===== config.mk =====
export PLATFORM = sky130hd
export DESIGN_NAME = uart_cmd_arbiter
export DESIGN_NICKNAME = d
export VERILOG_FILES = /design/src/rtl/uart_cmd_arbiter.sv
export SDC_FILE = /design/constraint.sdc
export NUM_CORES = 1
export LEC_CHECK = 0
export CORE_MARGIN = 4
export CORE_UTILIZATION = 35
export DETAILED_ROUTE_END_ITERATION = 7
export HOLD_SLACK_MARGIN = 0.12
export PLACE_DENSITY = 0.67
export SETUP_SLACK_MARGIN = 0.1
export SLEW_MARGIN = 20
export SYNTH_ARGS = -nofsm -noshare
export SYNTH_HDL_FRONTEND = slang
export SYNTH_SLANG_ARGS = --single-unit

===== constraint.sdc =====
create_clock -name clk -period 2.2 [get_ports clk]
set_input_delay 0.44 -clock clk [delete_from_list [all_inputs] [get_ports clk]]
set_output_delay 0.44 -clock clk [all_outputs]
set_load 0.05 [all_outputs]

===== src/rtl/uart_cmd_arbiter.sv =====
// uart_cmd_arbiter
//   Shares one UART command engine among NUM_REQ requesters. A round-robin winner's command is
//   latched and presented to the engine. Writes complete when the engine returns to idle. Reads
//   complete when the engine returns a data byte, which is routed back to the granted requester.
//   A read, or any command the engine never picks up, is closed with an error response after
//   TIMEOUT cycles.
//
// Optional feature: define UART_ARB_PRIO0_EN to give requester 0 strict priority. The remaining
//   requesters then share round-robin among themselves.
//
// Ports
//   clk, rst         clock, asynchronous active-high reset
//   req_vld/req_cmd  per-requester command valid and packed commands (i at [i*CMD_WIDTH +: ...])
//   req_rdy          one-cycle accept pulse to the granted requester
//   rsp_vld          one-cycle read-response pulse; rsp_data/rsp_err hold until the next response
//   uart_cmd_*       command handshake to the engine (uart_cmd_rdy high = engine idle)
//   uart_read_*      read-data pulse and data from the engine
//   busy             high whenever a transfer is in flight
//   grant_id         index of the current or most recent grant

module uart_cmd_arbiter #(
   parameter int unsigned NUM_REQ    = 4,
   parameter int unsigned CMD_WIDTH  = 16,
   parameter int unsigned READ_WIDTH = 8,
   parameter int unsigned TIMEOUT    = 65535
) (
   input  logic                         clk,
   input  logic                         rst,
   input  logic [NUM_REQ-1:0]           req_vld,
   input  logic [NUM_REQ*CMD_WIDTH-1:0] req_cmd,
   output logic [NUM_REQ-1:0]           req_rdy,
   output logic [NUM_REQ-1:0]           rsp_vld,
   output logic [READ_WIDTH-1:0]        rsp_data,
   output logic                         rsp_err,
   output logic [CMD_WIDTH-1:0]         uart_cmd_in,
   output logic                         uart_cmd_vld,
   input  logic                         uart_cmd_rdy,
   input  logic                         uart_read_rdy,
   input  logic [READ_WIDTH-1:0]        uart_read_data,
   output logic                         busy,
   output logic [$clog2(NUM_REQ)-1:0]   grant_id
);

   localparam int unsigned IdW  = $clog2(NUM_REQ);
   localparam int unsigned CntW = $clog2(TIMEOUT + 1);
   localparam logic [CntW-1:0]    CntLast = CntW'(TIMEOUT - 1);
   localparam logic [CntW-1:0]    CntMax  = '1;
   localparam logic [NUM_REQ-1:0] OneHot0 = NUM_REQ'(1);

   typedef enum logic [1:0] {StIdle, StIssue, StWaitDone, StResp} state_e;

   state_e                state_q, state_d;
   logic [CMD_WIDTH-1:0]  cmd_q, cmd_d;
   logic [IdW-1:0]        gid_q, gid_d;
   logic [IdW-1:0]        last_q, last_d;
   logic [CntW-1:0]       cnt_q, cnt_d, cnt_inc;
   logic [NUM_REQ-1:0]    req_rdy_q, req_rdy_d;
   logic [READ_WIDTH-1:0] rsp_data_q, rsp_data_d;
   logic                  rsp_err_q, rsp_err_d;

   // Arbitration: first valid requester after last_q, wrapping modulo NUM_REQ.
   logic           win_found;
   logic [IdW-1:0] win_id;
   logic [IdW-1:0] idx;

   always_comb begin
      win_found = 1'b0;
      win_id    = '0;
      idx       = '0;
`ifdef UART_ARB_PRIO0_EN
      if (req_vld[0]) begin
         win_found = 1'b1;
      end
`endif
      for (int unsigned i = 1; i <= NUM_REQ; i++) begin
         idx = IdW'((32'(last_q) + i) % NUM_REQ);
`ifdef UART_ARB_PRIO0_EN
         if (!win_found && (idx != '0) && req_vld[idx]) begin
`else
         if (!win_found && req_vld[idx]) begin
`endif
            win_found = 1'b1;
            win_id    = idx;
         end
      end
   end

   always_comb begin
      state_d    = state_q;
      cmd_d      = cmd_q;
      gid_d      = gid_q;
      last_d     = last_q;
      cnt_d      = cnt_q;
      req_rdy_d  = '0;
      rsp_data_d = rsp_data_q;
      rsp_err_d  = rsp_err_q;
      cnt_inc    = (cnt_q == CntMax) ? cnt_q : cnt_q + 1'b1;

      case (state_q)
         StIdle: begin
            if (win_found && uart_cmd_rdy) begin
               state_d   = StIssue;
               cmd_d     = req_cmd[32'(win_id) * CMD_WIDTH +: CMD_WIDTH];
               gid_d     = win_id;
               last_d    = win_id;
               cnt_d     = '0;
               req_rdy_d = OneHot0 << win_id;
            end
         end
         StIssue: begin
            if (!uart_cmd_rdy) begin
               state_d = StWaitDone;
               cnt_d   = '0;
            end else if (cnt_q == CntLast) begin
               // Engine never picked the command up; close it with an error, writes included.
               state_d    = StResp;
               rsp_data_d = '0;
               rsp_err_d  = 1'b1;
            end else begin
               cnt_d = cnt_inc;
            end
         end
         StWaitDone: begin
            if (cmd_q[CMD_WIDTH-1]) begin
               if (uart_cmd_rdy) begin
                  state_d = StIdle;
               end
            end else if (uart_read_rdy) begin
               // Data arriving on the expiry cycle still wins.
               state_d    = StResp;
               rsp_data_d = uart_read_data;
               rsp_err_d  = 1'b0;
            end else if (cnt_q == CntLast) begin
               state_d    = StResp;
               rsp_data_d = '0;
               rsp_err_d  = 1'b1;
            end else begin
               cnt_d = cnt_inc;
            end
         end
         StResp: begin
            state_d = StIdle;
         end
         default: begin
            state_d = StIdle;
         end
      endcase
   end

   always_ff @(posedge clk or posedge rst) begin
      if (rst) begin
         state_q    <= StIdle;
         cmd_q      <= '0;
         gid_q      <= '0;
         last_q     <= IdW'(NUM_REQ - 1);
         cnt_q      <= '0;
         req_rdy_q  <= '0;
         rsp_data_q <= '0;
         rsp_err_q  <= 1'b0;
      end else begin
         state_q    <= state_d;
         cmd_q      <= cmd_d;
         gid_q      <= gid_d;
         last_q     <= last_d;
         cnt_q      <= cnt_d;
         req_rdy_q  <= req_rdy_d;
         rsp_data_q <= rsp_data_d;
         rsp_err_q  <= rsp_err_d;
      end
   end

   assign req_rdy      = req_rdy_q;
   assign rsp_vld      = (state_q == StResp) ? (OneHot0 << gid_q) : '0;
   assign rsp_data     = rsp_data_q;
   assign rsp_err      = rsp_err_q;
   assign uart_cmd_in  = cmd_q;
   assign uart_cmd_vld = (state_q == StIssue);
   assign busy         = (state_q != StIdle);
   assign grant_id     = gid_q;

endmodule

==> results.md <==
- Placer Congestion: 0.861
- Setup CP Type: primary input to flop
- Total power divided by cell area: 1260 nW/um^2
- Clock Pin Slew Worst Setup and Hold Paths: 0.10 ns
- Layout Skew: 0.0126 ns
- Routed Antenna Nets: 0
- Net Sw Frac: 47.0%
- Distinct cell type count after synthesis: 50
- Post-DP HPWL: 6650 um
- Initial antenna violation count: 0
- # IOs: 117
- Synthesis-to-finish area growth: 59.3%
- WHS: 0.499 ns
- Synthesized area: 2980 sq um
- Slowest cell on crit path: clkdlybuf4s50_1
- Final Worst Setup Slack: 0.165 ns
- Wire length on met2: 4410 um
- DRC errors left: 0
- Critical path origin: uart_cmd_rdy
- Largest net degree at the start of global routing: 41
- Fin Setup TNS: 0 ns
- Mapped Avg Cell Area: 9.30 sq um
- Sequential-to-total area share from yosys stat: 43.0%
- Worst endpoint required time: 2.42 ns
- Worst path arrival time: 2.26 ns
- Cell taking the most area after synthesis: dfrtp_1
- Non-Filler Instances: 568
- Max_slew headroom: 61.3%
- Share of layout cells above drive strength 1: 15.6%
- Dpl cells: 556
- DRT met1 WL: 3950 um
- FMAX: 491 MHz
- IO Port Bufs: 116
- Pre-CTS WS: -0.271 ns
- Main synth FF type: dfrtp_1
- Total Routing Usage GR: 17.3%
- Worst hold-check path type: primary input to async pin
- CTS Buffer Depth: 2
- RSZ-0062 raised after global routing: true
- Sw power: 2.81 mW
- R2R Path Start: state_q[0]
- Die area: 10000 sq um
- Clock group share of total power: 10.9%
- Overall Power: 5.98 mW
- Part of the power in combinational logic: 64.3%
- Max Cap Violations: 0
- Starting Density: 36.0%
- Final instance area: 4740 sq um
- Slew @ Worst Pin: 0.579 ns
- Die width: 100 um
- Syn nets: 406
- Period utilization: 92.5%
- Final wirelength: 8880 um
- Area after DPL: 4580 sq um
- Top post-synthesis cells by area: dfrtp_1 (41%), mux2i_1 (8.7%), nor3_1 (6.6%), o32ai_1 (4.7%), nor2_1 (4.0%)
- First-pass GRT wire length: 14200 um
- Max layer used: met4
- CTS HTree Levels: 2
- CTS tree: built
- Initial DRT Pass Iterations: 4
- Tmin final: 2.04 ns
- Fraction of registers with async set/reset: 100%
- Final setup viols: 0
- CTS sink count: 51
- Pins over their slew limit: 0
- 1st-iter DRT viols: 89
- Crit path max fanout: 5
- DIE HEIGHT: 100 um
- WL met3: 385 um
- Startpoint types: primary input
- TritonCTS buffer count: 5
- Share of the synthesized area in the top cell type: 41.2%
- Sequential share of power: 24.9%
- Cell row count: 33
- Leakage dissipation: 1.98 nW
- Run status: finished clean
- Syn. warnings: 0
- Critical path endpoint category: flop
- Post-synth EDFFs: 0
- Vias/cell: 5.23
- Net count reported at finish: 548
- Crit-path max cell delay: 0.53 ns
- Overflow after GRT: 0
- ANT cells: 0
- Vias in the first global route: 2923
- Fin util: 57.4%
- Routed vias: 2970
- Core Area: 8260 sq um
- WL per Instance: 15.6 um
- Crit-path cells: clkdlybuf4s50_1 > o41ai_4 > a2111oi_4 > nand3b_1 > or3_1 > a21oi_1
- Post-synthesis register bit count: 51
- Final Hold Vio Count: 0
- Cell count after synthesis: 320
- Worst-Skew Late Latency: 0.31 ns
- Clk root buf: clkbuf_8
- Worst ir drop on vdd: 633 uV
- Power Internal: 3.17 mW
==> cells by family (layout without fill, tap and decap cells) <==
kind of cell | after synthesis | count (layout) | synth area share, %
multiplexers | 28 | 28 | 9.50
XOR/XNOR | 10 | 10 | 2.94
AO/OA/AOI/OAI | 69 | 69 | 16.5
flip-flops | 51 | 51 | 43.0
buffers and inverters | 31 | 174 | 4.50
AND/OR/NAND/NOR | 125 | 125 | 21.1
adder cells (fa/ha/maj) | 6 | 6 | 2.52
==> cells in the final DEF (no fill, tap or decap), drive strengths merged, types with 2 or more instances in the layout <==
master	n
nand4	8
dfstp	2
nand2	15
mux2i	26
a31oi	2
o21ai	27
dlygate4sd2	4
nor2	32
o22ai	2
inv	12
clkdlybuf4s50	103
nor3	39
ha	6
nand2b	2
and3	5
nor2b	4
nand3	6
nor4	2
a21oi	7
a211oi	2
xor2	9
dfrtp	49
o32ai	16
o21a	4
nand4b	2
and2	3
mux2	2
buf	46
clkbuf	7
==> layout make-up <==
type | count | area (sq um)
Clock buffer | 7 | 76.3
Clock inverter | 1 | 30.0
Fill cell | 746 | 3520
Inverter | 12 | 45.0
Multi-Input combinational cell | 238 | 1600
Sequential cell | 51 | 1280
Tap cell | 105 | 131
Timing Repair Buffer | 154 | 1570
==> worst paths after layout <==
kind                                   end  depth (start not counted)  slack, ns
max                              cnt_q[12]                          6       0.16
min                        uart_cmd_in[14]                          2       0.50
max reg2reg                       cnt_q[3]                          8       0.21
min reg2reg                    rsp_data[7]                          2       0.52
max in group asynchronous         cnt_q[0]                          3       1.15
min in group clk               rsp_data[7]                          2       0.52
==> synthesized netlist by cell type (all sizes together), types with 3 or more instances <==
cell type   n
dfrtp      49
nor3       39
nor2       32
o21ai      27
mux2i      26
o32ai      16
nand2      15
inv        12
buf        11
xor2        9
clkbuf      8
nand4       8
a21oi       7
ha          6
nand3       6
and3        5
nor2b       4
o21a        4
and2        3
==> worst max-delay path: cells and delay by family <==
kind,cells,cell delay [ns]
AOI/OAI and AO/OA,3,0.76
buffers and inverters,1,0.53
and+or+nand+nor,2,0.52
==> sequential cells by signal, indices dropped and copies added (netlist names) <==
signal,cells
grant_id,2
rsp_data,8
state_q,2
cnt_q,16
req_rdy,4
last_q,2
rsp_err,1
uart_cmd_in,16
==> routing by layer <==
layer	track usage [%]	vias up
met5	0	-
met4	5.49	0
met3	2.71	11
met2	27.8	81
met1	24.1	1425
li1	-	1453
==> what timing repair did <==
| item | in CTS | in global routing |
|---|---|---|
| buffers inserted | 0 | 4 |
| resized for setup | 9 | 5 |
| pin swaps | 1 | 4 |
| endpoints found under the setup margin | 16 | 17 |
| hold buffers | 0 | 0 |
==> power groups by stage <==
stage          Sequential (mW)  Clock [mW]  Combinational [mW]
3_3_place_gp              1.50           0                3.76
5_1_grt                   1.54       0.704                4.10
3_5_place_dp              1.50           0                3.81
6_report                  1.49       0.649                3.84
4_1_cts                   1.49       0.664                3.83
2_1_floorplan             2.38           0                1.45
Power figures use the tool's default switching activity.
